==> config.mk <==
export PLATFORM = sky130hd
export DESIGN_NAME = demux_1_to_2_sched
export DESIGN_NICKNAME = d
export VERILOG_FILES = /design/src/rtl/demux_1_to_2_sched.sv
export SDC_FILE = /design/constraint.sdc
export NUM_CORES = 1
export LEC_CHECK = 0
export BUFFER_PORTS_ARGS = -buffer_cell sky130_fd_sc_hd__buf_4
export CAP_MARGIN = 20
export CORE_AREA = 2 2 93 86
export CTS_BUF_LIST = sky130_fd_sc_hd__clkbuf_2 sky130_fd_sc_hd__clkbuf_4 sky130_fd_sc_hd__clkbuf_8
export DETAILED_ROUTE_END_ITERATION = 6
export DIE_AREA = 0 0 95 88
export PLACE_DENSITY_LB_ADDON = 0.15
export REMOVE_ABC_BUFFERS = 1
export SLEW_MARGIN = 20
export SYNTH_ARGS = -nofsm -noshare
export SYNTH_HDL_FRONTEND = slang
export SYNTH_SLANG_ARGS = --single-unit
==> constraint.sdc <==
create_clock -name clock -period 6.1 [get_ports clock]
set_clock_uncertainty 0.05 [all_clocks]
set_input_delay 1.525 -clock clock [delete_from_list [all_inputs] [get_ports clock]]
set_output_delay 1.525 -clock clock [all_outputs]
set_load 0.01 [all_outputs]
==> src/rtl/demux_1_to_2_sched.sv <==
// demux_1_to_2_sched: packet-level 1-to-2 steering with one small FIFO per sink.
// The destination is latched on the first beat of a packet and held until its
// last beat. Each sink has its own FIFO, so a stalled sink only blocks packets
// that are headed to it.
// Optional feature macro: DEMUX_1_TO_2_SCHED_STATS_EN adds per-sink packet
// counters (pkt_count_x, pkt_count_y).
module demux_1_to_2_sched #(
    parameter int bits  = 16,
    parameter int depth = 2
) (
    input  logic            clock,
    input  logic            reset_n,
    input  logic [bits-1:0] in_data,
    input  logic            in_select,
    input  logic            in_last,
    input  logic            in_valid,
    output logic            in_ready,
    output logic [bits-1:0] out_x_data,
    output logic            out_x_last,
    output logic            out_x_valid,
    input  logic            out_x_ready,
    output logic [bits-1:0] out_y_data,
    output logic            out_y_last,
    output logic            out_y_valid,
    input  logic            out_y_ready,
    output logic            busy,
    output logic            route
`ifdef DEMUX_1_TO_2_SCHED_STATS_EN
    ,
    output logic [15:0]     pkt_count_x,
    output logic [15:0]     pkt_count_y
`endif
);

    localparam int aw = (depth > 1) ? $clog2(depth) : 1;
    localparam int cw = $clog2(depth + 1);
    localparam logic [cw-1:0] full_count = cw'(depth);

    typedef enum logic [1:0] {
        IDLE    = 2'd0,
        ROUTE_X = 2'd1,
        ROUTE_Y = 2'd2
    } state_t;

    state_t          state_reg;
    logic            busy_reg;
    logic            route_reg;
    logic            dest;
    logic            accept;
    logic [1:0]      push;
    logic [1:0]      pop;
    logic [1:0]      sink_ready;
    logic [1:0]      sink_valid;
    logic [1:0]      head_last;
    logic [bits-1:0] head_data [2];
    logic [cw-1:0]   fill [2];
`ifdef DEMUX_1_TO_2_SCHED_STATS_EN
    logic [15:0]     pkt_cnt [2];
`endif

    assign sink_ready = {out_y_ready, out_x_ready};

    // Destination: follows in_select between packets, frozen while a packet is open.
    always_comb begin
        dest = 1'b0;
        case (state_reg)
            IDLE:    dest = in_select;
            ROUTE_Y: dest = 1'b1;
            default: dest = 1'b0;
        endcase
    end

    // Ready only looks at the fill level before this cycle's pop (no push-through).
    assign in_ready = (fill[dest] < full_count);
    assign accept   = in_valid && in_ready;

    // Packet FSM with registered busy/route flags.
    always_ff @(posedge clock or negedge reset_n) begin
        if (!reset_n) begin
            state_reg <= IDLE;
            busy_reg  <= 1'b0;
            route_reg <= 1'b0;
        end else begin
            case (state_reg)
                IDLE: begin
                    if (accept && !in_last) begin
                        state_reg <= in_select ? ROUTE_Y : ROUTE_X;
                        busy_reg  <= 1'b1;
                        route_reg <= in_select;
                    end
                end
                ROUTE_X, ROUTE_Y: begin
                    if (accept && in_last) begin
                        state_reg <= IDLE;
                        busy_reg  <= 1'b0;
                        route_reg <= 1'b0;
                    end
                end
                default: begin
                    state_reg <= IDLE;
                    busy_reg  <= 1'b0;
                    route_reg <= 1'b0;
                end
            endcase
        end
    end

    genvar gi;
    generate
        for (gi = 0; gi < 2; gi++) begin : g_fifo
            logic [bits-1:0]  mem_data_reg [depth];
            logic [depth-1:0] mem_last_reg;
            logic [aw-1:0]    wr_ptr_reg;
            logic [aw-1:0]    rd_ptr_reg;
            logic [cw-1:0]    count_reg;
            logic [cw-1:0]    count_next;
            logic             valid_reg;

            assign push[gi]       = accept && (dest == 1'(gi));
            assign pop[gi]        = valid_reg && sink_ready[gi];
            assign fill[gi]       = count_reg;
            assign sink_valid[gi] = valid_reg;
            assign head_data[gi]  = mem_data_reg[rd_ptr_reg];
            assign head_last[gi]  = mem_last_reg[rd_ptr_reg];

            // Occupancy update; simultaneous push and pop leave it unchanged.
            always_comb begin
                count_next = count_reg;
                if (push[gi] && !pop[gi]) begin
                    count_next = count_reg + 1'b1;
                end else if (!push[gi] && pop[gi]) begin
                    count_next = count_reg - 1'b1;
                end
            end

            // Storage, wrapping pointers and a registered non-empty flag.
            always_ff @(posedge clock or negedge reset_n) begin
                if (!reset_n) begin
                    for (int i = 0; i < depth; i++) begin
                        mem_data_reg[i] <= '0;
                    end
                    mem_last_reg <= '0;
                    wr_ptr_reg   <= '0;
                    rd_ptr_reg   <= '0;
                    count_reg    <= '0;
                    valid_reg    <= 1'b0;
                end else begin
                    if (push[gi]) begin
                        mem_data_reg[wr_ptr_reg] <= in_data;
                        mem_last_reg[wr_ptr_reg] <= in_last;
                        wr_ptr_reg               <= wr_ptr_reg + 1'b1;
                    end
                    if (pop[gi]) begin
                        rd_ptr_reg <= rd_ptr_reg + 1'b1;
                    end
                    count_reg <= count_next;
                    valid_reg <= (count_next != '0);
                end
            end

`ifdef DEMUX_1_TO_2_SCHED_STATS_EN
            logic [15:0] pkt_cnt_reg;
            assign pkt_cnt[gi] = pkt_cnt_reg;

            // Counts packets (last beats) accepted into this sink's FIFO; wraps naturally.
            always_ff @(posedge clock or negedge reset_n) begin
                if (!reset_n) begin
                    pkt_cnt_reg <= '0;
                end else if (push[gi] && in_last) begin
                    pkt_cnt_reg <= pkt_cnt_reg + 16'd1;
                end
            end
`endif
        end
    endgenerate

    assign out_x_data  = head_data[0];
    assign out_x_last  = head_last[0];
    assign out_x_valid = sink_valid[0];
    assign out_y_data  = head_data[1];
    assign out_y_last  = head_last[1];
    assign out_y_valid = sink_valid[1];
    assign busy        = busy_reg;
    assign route       = route_reg;
`ifdef DEMUX_1_TO_2_SCHED_STATS_EN
    assign pkt_count_x = pkt_cnt[0];
    assign pkt_count_y = pkt_cnt[1];
`endif

endmodule

==> summary by stage, run 1 <==
Run status
The run finished with clean final reports.

Routing
The routed design has about 6700 µm of wire. The initial detailed-routing violation count is 85. The detailed-route via count is 2119.

The ratio of routed vias to standard cells is around 5.2. The number of optimization iterations in the first detailed-route pass is 3. The remaining antenna violation count after routing is 0. For this run, design rule violations remaining after detail routing come to 0.

The detailed-route wire length per cell is 16.30 µm.

Clock network
After clock tree synthesis, the flow added hold-fix buffers numbering 0. Buffers added to address setup during post-CTS repair amount to 0. Buffers inserted during clock tree synthesis total 9. The clock input transition at the sequential cells of the worst setup and hold paths is 0.08 ns. The source-to-sink clock delay at the later pin of the worst-skew pair is 0.34 ns.

The longest clock path from root to sink contains 2 buffers. TritonCTS built the clock tree. In this run, post-CTS repair resized a total of 0 instances. The CTS root buffer is sky130_fd_sc_hd__clkbuf_8. The clock drives a little over 80 sinks.

The total number of H-tree levels is 3.

Critical path
Counting stages on the worst path, the most repeated cell is sky130_fd_sc_hd__buf_4. The signal on the critical path passes through buf_4, a21o_1, a22oi_1, buf_4. Setup slack on the worst reg-to-reg path comes out at around 3.5 ns. The worst-case reg-to-reg path depth is 6. The critical path is of the in -> out type. The startpoint type of the worst setup path is a primary input. The critical path data arrival time is roughly 2.2 ns.

In this run the critical register-to-register path is captured at g_fifo[1].mem_data_reg[20]. The launch instance of the worst register-to-register path is state_reg[1]. STA classifies the critical path endpoint as an output port. The maximum fanout along the worst path is 4.

The maximum single-stage delay on the critical path is roughly 0.23 ns. The required time reported for the critical path endpoint is ~4.5 ns. Among all stages on the critical path, the largest delay is contributed by sky130_fd_sc_hd__a22oi_1.

Placed design
The HPWL after detailed placement is around 4400 µm. The final estimated routing congestion in global placement is 0.7709. In this run, placement finished with an instance count of 394. During placement, the flow inserted port buffers numbering 61.

Timing
The hold violation total from the final report is 0. The fmax is 0.2626 GHz. Setup violations remaining at the end of the flow were counted as 0.

The final critical path takes up a little over three fifths of the cycle. The final-report max-slew violation count is 0. The final worst hold slack is about 0.44 ns. Setup repair after global routing left no endpoint under its margin. In this run the tightest slew margin relative to its limit is about two fifths. The total negative slack is 0 ns. The minimum clock period after layout is about 3.8 ns. At the pin with the least slew margin, the transition time is slightly below 0.9 ns.

Cells and area
The number of filler cells placed in the layout is approximately 610. The final antenna diode count is 0. The number of flip-flops under the largest register name is between 60 and 70. Of the cells placed in the final design, the portion with a size suffix greater than 1 is between 50% and 60%. The net total in the final layout is 335. The signed area change from the synthesized netlist to the final layout is 20.79%. The count of placed standard cells in the final layout, fillers left out is roughly 410.

Floorplanning
The row count is 30. Once the floorplan was initialized, standard cells occupied around 49% of the core. The area of the die is between 8000 and 9000 µm². Pin placement for this block handled 62 I/O pins. The die boundary width is between 90 and 100 µm. The floorplan step set the die height to just under 90 µm.

The core area is ~7400 µm².

Synthesis
The number of synthesis warnings is 0. After synthesis, the share of flip-flops with an asynchronous set or reset is 100.0%. For this run, the register share of the synthesized area comes to 55.94%. The area of the mapped netlist is between 3000 and 4000 µm². The number of different library cells used by synthesis comes to 36. In the synthesized netlist, the number of instances is 245. Yosys mapped a number of flops with a built-in enable equal to 0.

Ranked by total cell area, the synthesized netlist is headed by sky130_fd_sc_hd__dfrtp_1 (56%), sky130_fd_sc_hd__mux2_2 (29%), sky130_fd_sc_hd__mux2_1 (3.1%). The most used flip-flop cell after synthesis is sky130_fd_sc_hd__dfrtp_1. Yosys instantiated no cell more often than sky130_fd_sc_hd__mux2_2. The proportion of netlist area held by the largest area contributor is a little under three fifths. The largest total area in the synthesized netlist belongs to sky130_fd_sc_hd__dfrtp_1. Counting instances in the post-synthesis netlist gives the leading cell types as sky130_fd_sc_hd__mux2_2 (93), sky130_fd_sc_hd__dfrtp_1 (81), sky130_fd_sc_hd__mux2_1 (10). Each instance of the synthesized netlist takes up on average ~15 µm².

Synthesis inferred 81 register bits.

Global route
Global routing finished with a remaining overflow of 0. The via count of the first global-routing pass came to 2263. The initial antenna violation count is 0. The all-layer global routing usage is 17.79%.

Entering global routing, the biggest net connects around 80 pins. The first global-routing pass estimated about 11000 µm of wire.

Pwr
The power per cell area is 575.0 nW/µm². The static power due to leakage is approximately 2 nW. VDD sags by at most about 0.24 mV. Total power for the finished layout comes to 2.517 mW.

Hold path
The type of the worst min-delay path is reg -> reg. The sink of the worst hold path is g_fifo[1].mem_data_reg[24]. The source of the worst hold timing path is g_fifo[1].mem_data_reg[24]. Along the worst hold path, the cell count comes to 1.

Job
The number of max-cap violations is 0.
routing by layer:
metal  global-route usage (%)  routed length [µm]  vias up
met5                        0                   0        -
met4                    4.348                  63        0
met3                    6.885                 394        7
met2                    28.95                3231       47
met1                    22.62                3010     1065
li1                         -                   -     1000
cell usage in the layout, fill, tap and decap left out, types with 3 or more instances in the layout:
cell and count:
sky130_fd_sc_hd__clkbuf_8 10, sky130_fd_sc_hd__mux2_2 93, sky130_fd_sc_hd__xor2_1 3, sky130_fd_sc_hd__mux2i_1 3
sky130_fd_sc_hd__dfrtp_1 81, sky130_fd_sc_hd__xnor2_1 7, sky130_fd_sc_hd__mux2_1 10, sky130_fd_sc_hd__buf_4 62
sky130_fd_sc_hd__nand2_1 6, sky130_fd_sc_hd__inv_1 4, sky130_fd_sc_hd__clkinv_2 4
cell families (layout without fill, tap and decap cells):
family / count (synthesis) / count (layout) / share of synthesized area, %
and+or+nand+nor: 22 / 22 / 3.833
buffers and inverters: 13 / 83 / 1.933
adders and majority gates: 2 / 2 / 0.6905
muxes: 106 / 106 / 32.84
xor gates and xnor gates: 10 / 10 / 2.417
AOI/OAI and AO/OA: 11 / 11 / 2.348
DFF: 81 / 81 / 55.94
worst max path at each step:
stage / to / cells past startpoint / startpoint
after global placement: in_ready / 4 / in_select
after CTS: in_ready / 4 / in_select
final: in_ready / 4 / in_select
after global routing: in_ready / 4 / in_select
after floorplan: in_ready / 2 / in_select
after detailed placement: in_ready / 4 / in_select
worst max-delay path, delay by kind of cell:
kind | cells | cell delay (ns)
AO/OA/AOI/OAI | 2 | 0.41
buffers and inverters | 2 | 0.30
metrics by stage:
stage | cell area, µm² | utilization, % | worst slack (ns)
after floorplan | 3568 | - | 2.530
after global placement | 4154 | 56.18 | 2.323
after detailed placement | 4154 | 56.18 | 2.293
after CTS | 4349 | 58.82 | 2.292
after global routing | 4377 | 59.19 | 2.261
final | 4377 | 59.19 | 2.293
power by group:
part	leakage, nW	switching, mW	total [mW]	internal (mW)
registers	0.967	0.193	1.00	0.810
clock network	0.102	0.183	0.380	0.197
logic	0.930	0.442	1.13	0.691
total	2.00	0.818	2.52	1.70
area by class of cell:
type                            count  area [µm²]  area share (%)
Clock inverter                      6       57.56           1.315
Tap cell                           96       120.1           2.744
Sequential cell                    81        2027           46.31
Clock buffer                       10       137.6           3.145
Inverter                            4       15.01          0.3431
Multi-Input combinational cell    151        1526           34.88
Timing Repair Buffer               63       493.0           11.26
No activity file was read; power rests on OpenSTA's default activity.
==> inputs of run 2 (changes only) <==
- clock period: 6.1 -> 3.9 ns (I/O delays scaled with it)
==> run 2 against run 1 <==
Clock-buffer cell count is 3 higher. Register-to-register slack worse by 2.2 ns. Global-route usage is 0.36 points lower. Sequential share of layout area is 0.64 points higher. Via count is 0.24% lower.
==> summary by stage, run 2 (same netlist as run 1, synthesis figures left out) <==
Clock network
The total setup buffers inserted after CTS came to 0 (unchanged). TritonCTS built the clock tree. The source-to-sink clock delay at the later pin of the worst-skew pair was 0.34 ns (about the same). In this run the clock root is driven by a sky130_fd_sc_hd__clkbuf_8. The clock sink total is 81 (unchanged). The number of buffers added by the clock tree synthesis step is 9 (unchanged). The clock input transition at the sequential cells of the worst setup and hold paths is 0.07 ns (about the same). The number of buffers between clock root and the deepest sink came to 2 (unchanged).

The hold-fix buffer count after cts is 0 (unchanged). The total number of H-tree levels was 3 (unchanged). The number of gates given a new drive strength after cts is 0 (unchanged).

Timing
The minimum clock period after layout is ~2.9 ns. The worst relative slew slack is 38.74% (-1.8 points). The post-route clock period utilization is 74.14%. The setup-violating endpoint count in the final report is 0 (unchanged). Timing would allow up to 0.3458 GHz.

The final-report max-slew violation count is 0 (unchanged). The total negative slack is 0 ns (unchanged). The transition time at the pin with the least slew margin is 0.9189 ns (+0.02676 ns). The hold violation total from the final report was 0 (unchanged). Setup repair after global routing left no endpoint under its margin.

Routing
The final wirelength is 6703 µm (about the same). The ratio of routed vias to standard cells came to 5.181 (+0.50%). The detailed-route wire length per cell is 16.43 µm (+0.78%). The detailed-route via count was 2114 (-0.24%). The remaining antenna violation count after routing is 0 (unchanged). The initial detailed-routing violation count was 37 (-56%). The number of optimization iterations in the first detailed-route pass came to 5 (+2). The number of remaining DRC errors is 0 (unchanged).

Global route
The largest net degree at the start of global routing came to 82 (unchanged). The via count of the first global-routing pass came to 2094 (-7.5%). The initial antenna violation count came to 0 (unchanged). The remaining global-route overflow came to 0 (unchanged). The all-layer global routing usage is 17.43% (-0.36 points). The first-pass GRT wire length is 10970 µm (-1.7%).

Placed design
The final estimated routing congestion in global placement is 0.7008 (-9.1%). The number of buffers added on ports was 61 (unchanged). The HPWL after detailed placement came to 4353 µm (-0.49%).

Cells and area
Compared with the post-synthesis result, the final layout area differs by 19.13%. Leaving out fill and tap cells, the most frequent cells in the layout are sky130_fd_sc_hd__mux2_2 (93), sky130_fd_sc_hd__dfrtp_1 (81), sky130_fd_sc_hd__buf_4 (61). The net total in the final layout is 334 (-0.30%). The number of flip-flops under the largest register name is 64 (unchanged). The area of all sequential standard cells is 2027 µm² (unchanged). The share of cells above drive strength 1 is 55.77% (-0.42 points).

The final antenna diode count is 0 (unchanged). The fraction of the core area covered by cells at the end of the flow was 58.38% (-0.81 points). The multi-input logic area is 1526 µm² (unchanged). The number of filler cells placed in the layout is 614 (+0.82%). The most common cell after layout, fill and taps aside is sky130_fd_sc_hd__mux2_2.

Floorplanning
The I/O pin total was 62 (unchanged). The row count is 30 (unchanged). The area of the die is 8360 µm² (unchanged). The effective utilization at floorplan is 49.00% (unchanged). The die boundary width is 95 µm (unchanged).

The core area is 7395 µm² (unchanged). The floorplan die height is 88 µm (unchanged).

Critical path
The startpoint type of the worst setup path is a flip-flop. STA classifies the critical path endpoint as an output port. Among cell families on the critical path, the largest total delay comes from flip-flops. The slowest stage of the critical path is the sky130_fd_sc_hd__dfrtp_1 cell. The combined buffer and inverter count along the critical path came to 1 (-1). The maximum fanout along the worst path was 18 (+14).

The required time reported for the critical path endpoint was 2.87 ns (-1.66 ns). The maximum single-stage delay on the critical path is 0.95 ns (+0.72 ns). The worst setup path category is reg -> out.

The critical path goes through mux2_2, buf_4. The critical path data arrival time is 1.87 ns (-0.36 ns).

Job
The number of max-cap violations is 0 (unchanged).

Pwr
The power per cell area is 895.7 nW/µm² (+56%). The maximum vdd drop is 0.4037 mV (+67%). The static power due to leakage came to 1.973 nW (-1.3%).

Hold path
The type of the worst min-delay path is reg -> reg.

Run status
The run finished with clean final reports.
==> run 2: cell types whose count changed in the layout (fill, tap and decap cells not counted), sizes merged <==
cell,delta
buf,-1
clkinv,-3
bufinv,-1
clkinvlp,-1
clkbuf,+3
==> run 2: power by group <==
group	internal, mW	switching [mW]	total [mW]
combinational	1.08	0.696	1.77
sequential	1.27	0.302	1.57
clock	0.252	0.269	0.522
==> run 2: worst paths after layout <==
| kind | from | endpoint | slack, ns | cells after the start |
|---|---|---|---|---|
| setup / recovery | g_fifo[0].rd_ptr_reg | out_x_data[12] | 1.01 | 2 |
| hold / removal | g_fifo[1].mem_data_reg[22] | g_fifo[1].mem_data_reg[22] | 0.44 | 1 |
| setup reg to reg | state_reg[1] | g_fifo[1].mem_data_reg[20] | 1.29 | 6 |
| hold reg to reg | g_fifo[1].mem_data_reg[22] | g_fifo[1].mem_data_reg[22] | 0.44 | 1 |
| max in group asynchronous | reset_n | out_x_valid | 2.70 | 1 |
| min in group asynchronous | reset_n | g_fifo[0].mem_data_reg[23] | 0.62 | 1 |
==> run 2: layout make-up <==
class,count,area share [%]
multi-input combinational,151,35.36
clock buffer,13,3.565
tap,96,2.783
clock inverter,1,0.1159
sequential,81,46.96
timing repair buffer,62,10.87
inverter,4,0.3478
==> run 2: metal layers <==
| metal | track usage (%) | share of wire, % |
|---|---|---|
| met5 | 0 | 0 |
| met4 | 5.929 | 0.91 |
| met3 | 4.561 | 4.4 |
| met2 | 26.50 | 45 |
| met1 | 24.51 | 49 |
==> run 2: metrics by stage <==
step                power [mW]  cell area (µm²)  setup WS (ns)  hold WS, ns  instances
finish                   3.866             4317          1.009       0.4351        408
floorplan                2.661             3568          1.419       0.4041        236
global route             4.148             4317         0.8833       0.4551        408
CTS                      3.915             4313         0.9531       0.4398        408
detailed placement       3.379             4154          1.019       0.4223        394
global placement         3.336             4154          1.042       0.4133        394
==> inputs of run 3 (changes only) <==
- clock period: 3.9 -> 2.85 ns (I/O delays scaled with it)
==> run 3 against run 2 <==
Routed wire length shrank 0.57%. Non-clock buffer count grew 5. Highest routed layer unchanged. Critical endpoint unchanged. Final area grew 2.8%. First-iteration DRC count grew 70%.
==> summary by stage, run 3 (same netlist as run 1, synthesis figures left out) <==
Pwr
The power per cell area is 1253 nW/µm² (+40%). The maximum vdd drop is 0.6660 mV (+65%). The static power due to leakage was 2.027 nW (+2.7%). The total power of the final layout is 5.561 mW (+44%).

Clock network
The clock sink total is 81 (unchanged). The number of buffers added by the clock tree synthesis step is 9 (unchanged). The total setup buffers inserted after CTS is 0 (unchanged). The clock input transition at the sequential cells of the worst setup and hold paths was 0.08 ns (about the same). TritonCTS built the clock tree. The number of gates given a new drive strength after cts was 0 (unchanged). The source-to-sink clock delay at the later pin of the worst-skew pair was 0.34 ns (about the same). The number of buffers between clock root and the deepest sink is 2 (unchanged). The total number of H-tree levels is 3 (unchanged).

The hold-fix buffer count after cts was 0 (unchanged). In this run the clock root is driven by a sky130_fd_sc_hd__clkbuf_8.

Timing
Setup repair after global routing left no endpoint under its margin. The transition time at the pin with the least slew margin was 0.5111 ns (-0.4078 ns). The final critical-path setup slack is 0.3569 ns (-0.6516 ns). The worst relative slew slack is 65.85% (+27 points). The post-route clock period utilization is 87.48%. The final-report max-slew violation count is 0 (unchanged).

Based on the critical path, the design can be clocked at up to between 0.4 and 0.5 GHz. The total negative slack is 0 ns (unchanged). The setup-violating endpoint count in the final report is 0 (unchanged). The final worst hold slack was 0.2701 ns (-0.1650 ns). The worst path needs ~2.5 ns of the cycle, external delays included. The hold violation total from the final report is 0 (unchanged).

Placed design
The post-placement setup slack was 0.4303 ns (-0.5889 ns). The cell count after placement is 399 (+1.3%). The instance area at placement is 4204 µm² (+1.2%). The final estimated routing congestion in global placement is 0.7013 (about the same). The number of buffers added on ports is 61 (unchanged). The HPWL after detailed placement was 4590 µm (+5.5%).

Cells and area
The final antenna diode count is 0 (unchanged). The library cells used most frequently in the layout, excluding fill and tap cells, are sky130_fd_sc_hd__mux2_2 (93), sky130_fd_sc_hd__dfrtp_1 (81), sky130_fd_sc_hd__buf_4 (66). The fraction of the core area covered by cells at the end of the flow is 60.02% (+1.6 points). The share of cells above drive strength 1 is 56.74% (+0.97 points). The number of flip-flops under the largest register name came to 64 (unchanged).

The count of placed standard cells in the final layout, fillers left out came to 415 (+1.7%). The net total in the final layout is 339 (+1.5%). The number of filler cells placed in the layout was 595 (-3.1%). The most common cell after layout, fill and taps aside is sky130_fd_sc_hd__mux2_2. The signed area change from the synthesized netlist to the final layout is 22.48%. The post-route standard cell area excluding fillers is 4438 µm² (+2.8%).

Floorplanning
The floorplan die height is 88 µm (unchanged). The effective utilization at floorplan is 49.00% (unchanged). The core area is 7395 µm² (unchanged). The area of the die came to 8360 µm² (unchanged). The row count is 30 (unchanged).

The I/O pin total is 62 (unchanged). The die boundary width is 95 µm (unchanged).

Global route
The remaining global-route overflow is 0 (unchanged). The initial antenna violation count is 0 (unchanged). The first-pass GRT wire length is 11270 µm (+2.7%). The via count of the first global-routing pass is 2160 (+3.2%). The largest net degree at the start of global routing is 48 (-41%). The all-layer global routing usage is 17.96% (+0.53 points).

Critical path
The worst setup slack for register-to-register paths came to 0.53 ns (-0.76 ns). The critical path data arrival time came to 1.73 ns (-0.14 ns). The startpoint type of the worst setup path is a flip-flop. The worst setup path category is reg -> out. STA classifies the critical path endpoint as an output port. The maximum fanout along the worst path is 10 (-8).

The required time reported for the critical path endpoint is 2.09 ns (-0.78 ns).

Routing
The number of optimization iterations in the first detailed-route pass is 4 (-1). The initial detailed-routing violation count is 63 (+70%). The final wirelength is 6665 µm (-0.57%). The detailed-route via count is 2110 (-0.19%).

The detailed-route wire length per cell came to 16.06 µm (-2.2%). The ratio of routed vias to standard cells is 5.084 (-1.9%). The remaining antenna violation count after routing was 0 (unchanged).

The number of remaining DRC errors is 0 (unchanged).

Job
The number of max-cap violations was 0 (unchanged).

Hold path
The min-delay analysis places its worst path in the category in -> async.

Run status
The run finished with clean final reports.
[run 3: critical path: stages, from the launching register on]
cell and delay [ns]:
sky130_fd_sc_hd__dfrtp_1 0.59, sky130_fd_sc_hd__buf_4 0.28, sky130_fd_sc_hd__mux2_2 0.38, sky130_fd_sc_hd__buf_4 0.15
[run 3: cell type report]
cell class	count	area, µm²	area share, %
clock inverter	4	75.07	1.692
multi-input combinational	151	1526	34.40
sequential	81	2027	45.67
timing repair buffer	67	515.5	11.62
inverter	4	15.01	0.3383
tap	96	120.1	2.707
clock buffer	12	158.9	3.580
[run 3: worst paths after layout]
check / start / end / depth (start not counted)
hold reg to reg: g_fifo[1].mem_last_reg[0] / g_fifo[1].mem_last_reg[0] / 1
max in group asynchronous: reset_n / g_fifo[1].mem_data_reg[19] / 2
hold / removal: reset_n / g_fifo[1].mem_data_reg[10] / 1
min in group clock: g_fifo[1].mem_last_reg[0] / g_fifo[1].mem_last_reg[0] / 1
setup / recovery: g_fifo[0].rd_ptr_reg / out_x_data[12] / 3
setup reg to reg: state_reg[1] / g_fifo[0].mem_data_reg[31] / 6
[run 3: metal layers]
metal | global-route usage, % | up-vias | part of all wire, % | wire length, µm
li1 | - | 1013 | - | -
met1 | 26.01 | 1043 | 49 | 3281
met2 | 27.14 | 47 | 45 | 3023
met3 | 4.733 | 7 | 4.4 | 292
met4 | 4.743 | 0 | 1.0 | 68
met5 | 0 | - | 0 | 0
[run 3: where the power goes]
group	total, mW	switching, mW	internal (mW)
sequential	2.08	0.344	1.74
clock	0.943	0.391	0.551
combinational	2.54	1.04	1.50
total	5.56	1.77	3.79
